===== config.mk =====
export PLATFORM = sky130hd
export DESIGN_NAME = alu_cmd_sequencer
export DESIGN_NICKNAME = d
export VERILOG_FILES = /design/src/rtl/alu_cmd_sequencer.sv
export SDC_FILE = /design/constraint.sdc
export NUM_CORES = 1
export LEC_CHECK = 0
export BUFFER_PORTS_ARGS = -buffer_cell sky130_fd_sc_hd__buf_2
export CAP_MARGIN = 20
export CORE_UTILIZATION = 30
export CTS_BUF_LIST = sky130_fd_sc_hd__clkbuf_8
export CTS_CLUSTER_SIZE = 12
export DETAILED_ROUTE_END_ITERATION = 10
export GPL_TIMING_DRIVEN = 0
export MAX_ROUTING_LAYER = met4
export PLACE_DENSITY_LB_ADDON = 0.25
export REMOVE_ABC_BUFFERS = 1
export SYNTH_ARGS = -nofsm -noshare
export SYNTH_HDL_FRONTEND = slang
export SYNTH_SLANG_ARGS = --single-unit

===== constraint.sdc =====
create_clock -name clk_i -period 3.1 [get_ports clk_i]
set_input_delay 0.465 -clock clk_i [delete_from_list [all_inputs] [get_ports clk_i]]
set_output_delay 0.465 -clock clk_i [all_outputs]
set_load 0.02 [all_outputs]

===== src/rtl/alu_cmd_sequencer.sv =====
// Packet-level controller between UART byte streams and a shared multi-cycle ALU.
// Echo packets stream payload RX->TX; arithmetic packets fold operands into a 32-bit result.
module alu_cmd_sequencer #(
  parameter logic [7:0] OP_ECHO = 8'hEC,
  parameter logic [7:0] OP_ADD  = 8'hAD,
  parameter logic [7:0] OP_MUL  = 8'h88,
  parameter logic [7:0] OP_DIV  = 8'h89
) (
  input  logic        clk_i,
  input  logic        rst_ni,
  input  logic [7:0]  rx_data_i,
  input  logic        rx_valid_i,
  output logic        rx_ready_o,
  output logic [7:0]  tx_data_o,
  output logic        tx_valid_o,
  input  logic        tx_ready_i,
  output logic [1:0]  alu_op_o,
  output logic [31:0] alu_a_o,
  output logic [31:0] alu_b_o,
  output logic        alu_valid_o,
  input  logic        alu_ready_i,
  input  logic [31:0] alu_result_i,
  input  logic        alu_result_valid_i,
  output logic        busy_o,
  output logic        err_o
);

  typedef enum logic [3:0] {
    S_HDR0     = 4'd0,
    S_HDR1     = 4'd1,
    S_HDR2     = 4'd2,
    S_HDR3     = 4'd3,
    S_ECHO     = 4'd4,
    S_OPND     = 4'd5,
    S_ALU_REQ  = 4'd6,
    S_ALU_WAIT = 4'd7,
    S_SEND     = 4'd8,
    S_DRAIN    = 4'd9
  } state_e;

  state_e      state_q, state_d;
  logic [7:0]  opcode_q, opcode_d;
  logic [7:0]  len_lo_q, len_lo_d;
  logic [15:0] rem_q, rem_d;
  logic [31:0] opnd_q, opnd_d;
  logic [31:0] acc_q, acc_d;
  logic [1:0]  byte_cnt_q, byte_cnt_d;
  logic        first_q, first_d;
  logic        err_q, err_d;

  logic        rx_fire_s;
  logic        tx_fire_s;
  logic [15:0] len_s;
  logic [15:0] rem_load_s;
  logic        is_arith_s;
  logic        is_known_s;
  logic        malformed_s;
  logic [31:0] opnd_full_s;

  function automatic logic [1:0] alu_op_of(input logic [7:0] op);
    logic [1:0] code;
    case (op)
      OP_ADD:  code = 2'd0;
      OP_MUL:  code = 2'd1;
      OP_DIV:  code = 2'd2;
      default: code = 2'd0;
    endcase
    return code;
  endfunction

  assign rx_fire_s   = rx_valid_i & rx_ready_o;
  assign tx_fire_s   = tx_valid_o & tx_ready_i;
  assign len_s       = {rx_data_i, len_lo_q};
  assign rem_load_s  = (len_s < 16'd4) ? 16'd0 : (len_s - 16'd4);
  assign is_arith_s  = (opcode_q == OP_ADD) || (opcode_q == OP_MUL) || (opcode_q == OP_DIV);
  assign is_known_s  = is_arith_s || (opcode_q == OP_ECHO);
  // LEN%4 equals (LEN-4)%4, so the low two bits of LEN decide operand alignment
  assign malformed_s = (len_s < 16'd4) || !is_known_s ||
                       (is_arith_s && ((len_s < 16'd8) || (len_s[1:0] != 2'b00)));
  assign opnd_full_s = {rx_data_i, opnd_q[31:8]};
  assign busy_o      = (state_q != S_HDR0);
  assign err_o       = err_q;

  // State and datapath registers
  always_ff @(posedge clk_i or negedge rst_ni) begin
    if (!rst_ni) begin
      state_q    <= S_HDR0;
      opcode_q   <= 8'h00;
      len_lo_q   <= 8'h00;
      rem_q      <= 16'd0;
      opnd_q     <= 32'd0;
      acc_q      <= 32'd0;
      byte_cnt_q <= 2'd0;
      first_q    <= 1'b0;
      err_q      <= 1'b0;
    end else begin
      state_q    <= state_d;
      opcode_q   <= opcode_d;
      len_lo_q   <= len_lo_d;
      rem_q      <= rem_d;
      opnd_q     <= opnd_d;
      acc_q      <= acc_d;
      byte_cnt_q <= byte_cnt_d;
      first_q    <= first_d;
      err_q      <= err_d;
    end
  end

  // Next-state and datapath update
  always_comb begin
    state_d    = state_q;
    opcode_d   = opcode_q;
    len_lo_d   = len_lo_q;
    rem_d      = rem_q;
    opnd_d     = opnd_q;
    acc_d      = acc_q;
    byte_cnt_d = byte_cnt_q;
    first_d    = first_q;
    err_d      = 1'b0;
    case (state_q)
      S_HDR0: begin
        if (rx_fire_s) begin
          opcode_d = rx_data_i;
          state_d  = S_HDR1;
        end else begin
          state_d  = S_HDR0;
        end
      end
      S_HDR1: begin
        state_d = rx_fire_s ? S_HDR2 : S_HDR1;
      end
      S_HDR2: begin
        if (rx_fire_s) begin
          len_lo_d = rx_data_i;
          state_d  = S_HDR3;
        end else begin
          state_d  = S_HDR2;
        end
      end
      S_HDR3: begin
        if (rx_fire_s) begin
          rem_d      = rem_load_s;
          byte_cnt_d = 2'd0;
          first_d    = 1'b1;
          if (malformed_s) begin
            err_d   = 1'b1;
            state_d = (rem_load_s != 16'd0) ? S_DRAIN : S_HDR0;
          end else if (opcode_q == OP_ECHO) begin
            state_d = (rem_load_s != 16'd0) ? S_ECHO : S_HDR0;
          end else begin
            state_d = S_OPND;
          end
        end else begin
          state_d = S_HDR3;
        end
      end
      S_ECHO, S_DRAIN: begin
        if (rx_fire_s) begin
          rem_d   = rem_q - 16'd1;
          state_d = (rem_q == 16'd1) ? S_HDR0 : state_q;
        end else begin
          state_d = state_q;
        end
      end
      S_OPND: begin
        if (rx_fire_s) begin
          rem_d      = rem_q - 16'd1;
          byte_cnt_d = byte_cnt_q + 2'd1;
          opnd_d     = opnd_full_s;
          if (byte_cnt_q != 2'd3) begin
            state_d = S_OPND;
          end else if (first_q) begin
            // the first operand seeds the accumulator without an ALU round trip
            acc_d   = opnd_full_s;
            first_d = 1'b0;
            state_d = (rem_q == 16'd1) ? S_SEND : S_OPND;
          end else begin
            state_d = S_ALU_REQ;
          end
        end else begin
          state_d = S_OPND;
        end
      end
      S_ALU_REQ: begin
        state_d = alu_ready_i ? S_ALU_WAIT : S_ALU_REQ;
      end
      S_ALU_WAIT: begin
        if (alu_result_valid_i) begin
          acc_d   = alu_result_i;
          state_d = (rem_q == 16'd0) ? S_SEND : S_OPND;
        end else begin
          state_d = S_ALU_WAIT;
        end
      end
      S_SEND: begin
        if (tx_fire_s) begin
          byte_cnt_d = byte_cnt_q + 2'd1;
          state_d    = (byte_cnt_q == 2'd3) ? S_HDR0 : S_SEND;
        end else begin
          state_d    = S_SEND;
        end
      end
      default: begin
        state_d = S_HDR0;
      end
    endcase
  end

  // Handshake outputs decoded from the current state
  always_comb begin
    rx_ready_o  = 1'b0;
    tx_valid_o  = 1'b0;
    tx_data_o   = 8'h00;
    alu_valid_o = 1'b0;
    alu_op_o    = 2'd0;
    alu_a_o     = 32'd0;
    alu_b_o     = 32'd0;
    case (state_q)
      S_HDR0, S_HDR1, S_HDR2, S_HDR3, S_OPND, S_DRAIN: begin
        rx_ready_o = 1'b1;
      end
      S_ECHO: begin
        // zero-latency pass-through: RX only advances when TX can take the byte
        rx_ready_o = tx_ready_i;
        tx_valid_o = rx_valid_i;
        tx_data_o  = rx_data_i;
      end
      S_ALU_REQ: begin
        alu_valid_o = 1'b1;
        alu_op_o    = alu_op_of(opcode_q);
        alu_a_o     = acc_q;
        alu_b_o     = opnd_q;
      end
      S_SEND: begin
        tx_valid_o = 1'b1;
        case (byte_cnt_q)
          2'd0:    tx_data_o = acc_q[7:0];
          2'd1:    tx_data_o = acc_q[15:8];
          2'd2:    tx_data_o = acc_q[23:16];
          default: tx_data_o = acc_q[31:24];
        endcase
      end
      default: begin
        rx_ready_o = 1'b0;
      end
    endcase
  end

endmodule


# [Yosys cells after proc, flatten, opt, wreduce, memory -nomap -nowiden]
# Cells that the tools add are included.
[totals] regBits=104 output_inout_bits=79 elab_cells=121
[classes] addsub=3 order_cmp=2 eq_ne=27 n_mux=49 bitwise=2 n_reduce_logical=29
[op_table] cell="32-bit two-way mux" count=6
[op_table] cell="32-bit case mux with 2 select lines" count=1
[op_table] cell="4-bit two-way mux" count=13
[op_table] cell="16-bit two-way mux" count=3
[op_table] cell="4-bit case mux with 9 select lines" count=1
[op_table] cell="8-bit equality test, second input constant" count=4
[op_table] cell="16-bit case mux with 2 select lines" count=1
[op_table] cell="8-bit case mux with 3 select lines" count=1
[op_table] cell="2-bit inequality test, second input constant" count=9
[op_table] cell="16-bit by 1-bit equality test with 1-bit output, second input constant" count=1
[op_table] cell="4-bit by 3-bit equality test with 1-bit output, second input constant" count=4
[op_table] cell="16-bit logical NOT" count=1
[op_table] cell="16-bit by 3-bit less-than comparator with 1-bit output, second input constant" count=1
[op_table] cell="16-bit by 4-bit less-than comparator with 1-bit output, second input constant" count=1
[op_table] cell="8-bit case mux with 2 select lines" count=1
[op_table] cell="16-bit nonzero test" count=1
[op_table] cell="16-bit by 1-bit subtractor with 16-bit output, second input constant" count=1
[op_table] cell="16-bit by 3-bit subtractor with 16-bit output, second input constant" count=1
[op_table] cell="1-bit two-way mux" count=10
[op_table] cell="2-bit two-way mux" count=5
[op_table] cell="4-bit by 2-bit equality test with 1-bit output, second input constant" count=2
[op_table] cell="4-bit equality test, second input constant" count=2
[op_table] cell="2-bit AND reduction" count=4
[op_table] cell="4-bit AND reduction" count=2
[op_table] cell="other kinds (23)" count=36

# [Longest topological paths before layout]
# Gate-level depths: netlist of run 1.
[depth] depth_word=10 ltp_mapped=10 mapped_depth_nobuf=8

# [Worst setup path before layout of run 1]
# Ideal clock, no wire load.
[synth_path] kind="reg2reg" startpoint="reg len_lo_q[2]" endpoint="reg rem_q[9]" setup_ps=121 arrival_time_ps=2522 setup_slack_ps=457 path_stages_with_launch=9 period_less_slack_ps=2643 path_cell_list="dfrtp_1 -> inv_1 -> ha_1 -> clkbuf_1 -> or3b_2 -> or3_2 -> o21ai_1 -> o22ai_1 -> a22o_1"
[synth_between] elab_chain_cells=4 elab_cells_between_ends=5
[synth_rtl] item="start: declaration" line="43" source="logic [7:0] len_lo_q, len_lo_d;"
[synth_rtl] item="start signal: assignment" line="99" source="len_lo_q <= len_lo_d;"
[synth_rtl] item="16-bit by 3-bit subtractor with 16-bit output / 16-bit by 3-bit less-than comparator with 1-bit output (equally long branches)" line="74" source="assign rem_load_s = (len_s < 16'd4) ? 16'd0 : (len_s - 16'd4);"
[synth_rtl] item="16-bit two-way mux (*)" line="74"
[synth_rtl] item="16-bit two-way mux (*)" line="141" source="if (rx_fire_s) begin"
[synth_rtl] item="16-bit case mux with 2 select lines (*)" line="120" source="case (state_q)"
[synth_rtl] item="end signal: assignment" line="100" source="rem_q <= rem_d;"
[synth_rtl] item="end: declaration" line="44" source="logic [15:0] rem_q, rem_d;"
# Mark *: on every way between the ends. The rest lies on a longest branch, timed or not. The select of a mux whose other input is x is not followed.
# A chain may end at the register's enable or synchronous reset.

# [Worst setup path after layout of run 1]
[layout_path] startpoint="reg state_q[2]" endpoint="out alu_a_o[19]"
[layout_between] elab_chain_cells=2
[layout_rtl] item="start: declaration" line="41" source="state_e state_q, state_d;"
[layout_rtl] item="start signal: assignment" line="97" source="state_q <= state_d;"
[layout_rtl] item="4-bit by 3-bit equality test with 1-bit output" line="218" source="case (state_q)"
[layout_rtl] item="32-bit two-way mux" line="218"
[layout_rtl] item="end: declaration" line="18" source="output logic [31:0] alu_a_o,"
# Every way passes these cells.

==> run_results.csv, run 1 <==
group,metric,value,unit
floorplanning,chipHeight,144.8,um
sta,maxSlewHeadroom,43.81,%
critical_path,crit_path_start_kind,"flip-flop",
global_routing,grt_pass1_vias,4966,
placed_design,placed_cells,998,
sta,grt_setup_unrepaired,"no",
synthesis,synth_area,6113,sq um
placed_design,place_area,7014,sq um
synthesis,ys_types,61,
cells_and_area,stdcell_area,7253,sq um
critical_path,worstSetupPathDepth,6,
synthesis,synth_area_leaders,"dfrtp_1 43%, mux2_2 8.8%, and2_1 6.8%",
clocking,cts_sinks,104,
sta,tns,0,ns
cells_and_area,drive_gt1_share,28.99,%
critical_path,worstPathMaxFanout,19,
drt,ant_nets,0,
critical_path,critical_path.top_delay_family,"simple AND/OR/NAND/NOR gates",
critical_path,cp-endpoint,"alu_a_o[19]",
clocking,root_buffer,"clkbuf_8",
sta,fin_skew,0.01646,ns
critical_path,end_kind,"output pin",
clocking,cts_tree,"done",
synthesis,avgSynthCellArea,9.405,sq um
sta,worst_slew_pin_slew,0.8351,ns
pwr,comb_power_share,38.8,%
pwr,p_int,3.156,mW
floorplanning,start_util,31.00,%
placed_design,gp_congestion,0.7814,
sta,finalSetupViolations,0,
floorplanning,boundaryPins,125,
sta,maxSlewViolCount,0,
placed_design,dp_hpwl,12420,um
synthesis,synth_flop_cell,"dfrtp_1",
critical_path,arrival,2.47,ns
pwr,power_density,751.6,nW/um^2
clocking,cts_max_path_buffers,2,
drt,vias,5204,
cells_and_area,stdcell_count,1017,
synthesis,synth-async-reset-ratio,100.0,%
global_routing,grt_util_all_layers,17.87,%
critical_path,timing.rr.start,"state_q[0]$_DFFE_PN0P_",
synthesis,syn-instance-count,650,
sta,fin_crit_sh,94.83,%
floorplanning,rows,51,
placed_design,portBuffers,124,
pwr,share_seq_of_total_power,45.5,%
synthesis,synth.largest_area_cell,"dfrtp_1",
sta,timing.fmax,0.3402,GHz
critical_path,crit_buf_inv,3,
drt,drcViolationCount,0,
critical_path,rr_worst_depth,7,
drt,avgRoutedWirePerCell,17.39,um
hold_path,min_path_type,"input pin to async pin",
synthesis,yosysWarnings,0,
pwr,clockPowerShare,15.7,%
global_routing,overflow,0,
sta,whs,0.02403,ns
synthesis,synth_top_area_share,42.57,%
drt,dr.pass1.iters,5,
global_routing,antenna_found_initial,0,
pwr,switching_share,42.11,%
synthesis,seq_area_frac_synth,42.57,%
drt,routed_wl,17690,um
floorplanning,fp.dieW,144.8,um
pwr,ir_worst_vdd,300.1,uV
floorplanning,die_area,20950,sq um
floorplanning,core,19720,sq um
cells_and_area,nNetsFinal,800,
cells_and_area,layout_commonest_cell,"buf_2",
pwr,total_power,5.452,mW
global_routing,grt_max_degree,68,
clocking,cts_max_level,3,
critical_path,slowest_stage,"dfrtp_1",
clocking,holdBufCountCts,0,
pwr,switchingPower,2.296,mW
drt,vias_per_cell,5.117,
synthesis,synth-edff-count,0,
global_routing,grt_pass1_wl,27680,um
clocking,path_clk_slew,0.12,ns
pwr,power.leakage,3.241,nW
status,run_status,"completed",
drt,first_iter_violations,287,
critical_path,r2r-end,"acc_q[30]$_DFFE_PN0P_",
critical_path,slowest_delay,0.60,ns
flow_run,drv_cap,0,
critical_path,cp_cell_sequence,"nand2b_1, nor3_4, buf_6, buf_8, and2_1, buf_2",
critical_path,r2r_slack,0.18,ns
clocking,cts_buffers,9,
synthesis,synth_seq_cells,104,
cells_and_area,insertedDiodeCount,0,
cells_and_area,final_cell_mix,"124 x buf_2, 104 x dfrtp_1, 65 x and2_1",
critical_path,path_class,"flip-flop to output pin",
cells_and_area,area_growth,18.65,%
sta,hold_viol_final,0,
clocking,worstSkewPairLatency,0.40,ns
critical_path,crit_start,"state_q[2]$_DFFE_PN0P_",
sta,period_needed,2.940,ns
critical_path,required,2.63,ns
worst min-delay path by stage:
stage / endpoint / slack, ns / depth (start not counted)
finish: acc_q[18]$_DFFE_PN0P_ / 0.02 / 1
CTS: opnd_q[9]$_DFFE_PN0P_ / 0.03 / 1
global placement: rem_q[11]$_DFFE_PN0P_ / 0.47 / 2
floorplan: acc_q[0]$_DFFE_PN0P_ / 0.17 / 0
global route: opnd_q[9]$_DFFE_PN0P_ / 0.04 / 1
detailed placement: rem_q[11]$_DFFE_PN0P_ / 0.47 / 2
sequential cells by signal (all words and copies together), names as in the netlist:
signal / count
rem_q: 16
acc_q: 32
state_q: 4
opcode_q: 8
len_lo_q: 8
opnd_q: 32
first_q: 1
byte_cnt_q: 2
err_o: 1
per-stage QoR:
stage | util, % | worst slack (ns)
global placement | 34.88 | -4.062
floorplan | - | -1.379
finish | 36.79 | 0.1603
detailed placement | 35.57 | -0.3274
global route | 36.79 | 0.01055
CTS | 36.67 | 0.07406
Yosys cell counts, types with 3 or more instances:
cell and number:
clkbuf_1 43, mux2i_1 34, a21boi_0 3, inv_1 10, o22ai_1 3, nor2_1 61
xnor2_1 7, and2_1 66, ha_1 7, or4_1 4, or2_2 4, nand3_1 9
buf_1 4, o21a_1 3, or3_1 3, a22o_1 10, o21ai_0 41, nand2_1 34
xor2_1 3, nand4_1 4, dfrtp_1 104, a222oi_1 8, o31ai_1 3, nor3_1 20
a32o_1 3, mux2_2 48, a21oi_1 53, o22a_1 3, nand3b_1 3, nor4_1 3
a31oi_1 3, nor2b_1 6, a21o_1 3
repair_timing:
| action | 4_1_cts | 5_1_grt |
|---|---|---|
| endpoints found under the setup margin | 82 | 20 |
| gates resized for setup | 4 | 3 |
| cloned | 1 | 0 |
| setup buffers | 1 | 0 |
| pin swaps | 2 | 0 |
power groups by stage:
stage	registers, mW	clock network [mW]	logic, mW
2_1_floorplan	2.31	0	1.56
3_3_place_gp	2.49	0	2.03
6_report	2.48	0.855	2.11
4_1_cts	2.47	0.883	2.10
5_1_grt	2.58	0.937	2.39
3_5_place_dp	2.50	0	2.07
per-layer routing:
layer / GRT usage (%) / vias up / share of wire, %
met4: 3.380 / 0 / 0.83
met3: 3.554 / 10 / 4.7
li1: - / 2530 / -
met2: 27.76 / 125 / 47
met1: 24.21 / 2539 / 47
met5: - / - / 0
cell type report:
| class | instances | area, sq um |
|---|---|---|
| inverters | 10 | 37.54 |
| clock inverters | 7 | 66.31 |
| flip-flops and latches | 104 | 2603 |
| multi-input cells | 489 | 3339 |
| fillers | 2062 | 12460 |
| clock buffers | 9 | 123.9 |
| repair buffers | 133 | 752.0 |
| well taps | 265 | 331.6 |
cell families (layout without fill, tap and decap cells):
logic type	count (synthesis)	in the layout	share of synthesized area, %
compound gates	158	158	16.70
xor+xnor	10	10	1.433
fa+ha+maj	7	7	1.433
buf+inv	58	159	3.684
flops	104	104	42.57
mux	82	82	14.41
simple gates	231	232	19.77
(Power assumes the default switching activity.)
==> run 2, diff against run 1 <==
Settings changed: CORE_ASPECT_RATIO from default to 1.2.
==> run 2 against run 1 <==
Net effect:
- setup slack got worse by 0.0065 ns
- non-clock buffer count did not move
- via count fell by 0.27%
- critical path depth rose by 1
- flip-flop and latch count did not move
- hold slack improved by 0.064 ns
- global-route usage fell by 0.12 points
- register-to-register slack improved by 0.04 ns
- design area fell by 0.35%
- die area barely moved
- clock power rose by 2%
- highest routed layer unchanged
==> run_results.csv, run 2 (synthesis gave the netlist of run 1 again) <==
group,metric,value,unit
hold_path,min_path_type,"input pin to async pin",
critical_path,arrival,2.48,ns
drt,first_iter_violations,314,
floorplanning,boundaryPins,125,
clocking,worstSkewPairLatency,0.41,ns
global_routing,antenna_found_initial,0,
placed_design,place_area,7015,sq um
cells_and_area,fin_util,36.58,%
sta,worst_slew_pin_slew,0.9531,ns
global_routing,grt_util_all_layers,17.75,%
sta,tns,0,ns
clocking,cts_tree,"done",
pwr,clockPowerShare,16.0,%
clocking,cts_sinks,104,
critical_path,crit_path_start_kind,"flip-flop",
sta,fin_skew,0.02172,ns
cells_and_area,layout_commonest_cell,"buf_2",
sta,fin_crit_sh,95.04,%
drt,vias,5190,
clocking,cts_max_level,3,
flow_run,drv_cap,0,
critical_path,end_kind,"output pin",
cells_and_area,drive_gt1_share,29.12,%
sta,hold_viol_final,0,
sta,maxSlewViolCount,0,
global_routing,grt_pass1_vias,5176,
pwr,switching_share,42.05,%
floorplanning,die_area,20960,sq um
pwr,share_seq_of_total_power,45.5,%
clocking,post-cts-setup-buffers,0,
floorplanning,start_util,30.94,%
clocking,holdBufCountCts,0,
drt,avgRoutedWirePerCell,17.13,um
drt,vias_per_cell,5.123,
sta,period_needed,2.946,ns
global_routing,grt_pass1_wl,28130,um
drt,drcViolationCount,0,
cells_and_area,multi_input_area,3324,sq um
critical_path,worstPathMaxFanout,20,
drt,routed_wl,17360,um
drt,ant_nets,0,
clocking,cts_buffers,9,
pwr,comb_power_share,38.4,%
cells_and_area,n_fill_cell,2069,
clocking,path_clk_slew,0.13,ns
drt,dr.pass1.iters,5,
critical_path,required,2.63,ns
sta,maxSlewHeadroom,36.46,%
floorplanning,chipHeight,158.4,um
pwr,power.leakage,3.232,nW
cells_and_area,nNetsFinal,800,
critical_path,slowest_stage,"dfrtp_1",
critical_path,critical_path.top_delay_family,"buffers and inverters",
sta,finalSetupViolations,0,
placed_design,gp_congestion,0.8653,
cells_and_area,top_regs,"acc_q x32, opnd_q x32, rem_q x16",
sta,whs,0.08811,ns
floorplanning,rows,56,
floorplanning,core,19760,sq um
critical_path,cp_cell_sequence,"inv_1, nor3_2, buf_6, buf_6, buf_6, and2_1, buf_2",
floorplanning,fp.dieW,132.3,um
placed_design,portBuffers,124,
clocking,root_buffer,"clkbuf_8",
placed_design,dp_hpwl,12190,um
global_routing,overflow,0,
critical_path,path_class,"flip-flop to output pin",
critical_path,crit_buf_inv,5,
pwr,switchingPower,2.290,mW
pwr,ir_worst_vdd,284.2,uV
global_routing,grt_max_degree,57,
placed_design,placed_cells,995,
pwr,p_int,3.155,mW
cells_and_area,stdcell_count,1013,
sta,grt_setup_unrepaired,"no",
cells_and_area,seq_area,2604,sq um
critical_path,slowest_delay,0.67,ns
cells_and_area,stdcell_area,7228,sq um
status,run_status,"completed",
cells_and_area,area_growth,18.24,%
cells_and_area,final_cell_mix,"123 x buf_2, 103 x dfrtp_1, 65 x and2_1",
critical_path,critPathMostFrequentCell,"buf_6",
pwr,power_density,753.3,nW/um^2
clocking,cts_max_path_buffers,2,
sta,timing.fmax,0.3394,GHz
cells_and_area,insertedDiodeCount,0,
run 2: cell types whose count changed in the layout (fill, tap and decap cells not counted), moves of 2 or more:
cell	delta
buf_6	+3
buf_8	-2
nor3_2	+2
nor3_4	-2
run 2: metal layers:
metal | GRT usage, % | vias to the layer above | wire length [um]
met5 | - | - | 0
met1 | 21.94 | 2510 | 7659
met3 | 3.152 | 20 | 881
li1 | - | 2511 | -
met2 | 29.45 | 149 | 8548
met4 | 5.966 | 0 | 267
run 2: repair_timing:
item | 4_1_cts | 5_1_grt
resized for setup | 1 | 5
gates cloned | 1 | 0
setup endpoints to repair | 24 | 58
endpoints found under the hold margin | 0 | 0
pin swaps | 1 | 0
run 2: path summary, 6_finish.rpt:
kind | depth (start not counted) | to | slack [ns] | start
worst max-delay path | 7 | alu_a_o[31] | 0.15 | state_q[1]$_DFFE_PN0P_
worst min-delay path | 1 | opnd_q[9]$_DFFE_PN0P_ | 0.09 | rst_ni
worst max register to register | 8 | rem_q[11]$_DFFE_PN0P_ | 0.22 | len_lo_q[2]$_DFFE_PN0P_
worst min register to register | 1 | opcode_q[3]$_DFFE_PN0P_ | 0.51 | opcode_q[3]$_DFFE_PN0P_
max in group asynchronous | 2 | opcode_q[3]$_DFFE_PN0P_ | 2.26 | rst_ni
min in group clk_i | 3 | acc_q[2]$_DFFE_PN0P_ | 0.35 | alu_result_i[2]
run 2: final cells by class:
type	instances	area share [%]
Timing Repair Buffer	133	10.39
Clock buffer	9	1.714
Multi-Input combinational cell	489	45.99
Inverter	10	0.5193
Clock inverter	7	0.8482
Sequential cell	104	36.02
Tap cell	261	4.518
run 2: power by group through the flow:
stage	combinational, mW	clock [mW]	sequential [mW]
2_1_floorplan	1.56	0	2.31
3_3_place_gp	2.04	0	2.49
3_5_place_dp	2.08	0	2.50
4_1_cts	2.09	0.901	2.47
5_1_grt	2.35	0.964	2.58
6_report	2.09	0.873	2.48
run 2: metrics by stage:
stage,setup slack [ns],total power [mW]
after CTS,0.006005,5.460
after floorplan,-1.379,3.870
after global routing,0.008618,5.897
after global placement,-3.525,4.531
final,0.1538,5.445
after detailed placement,-0.2838,4.575
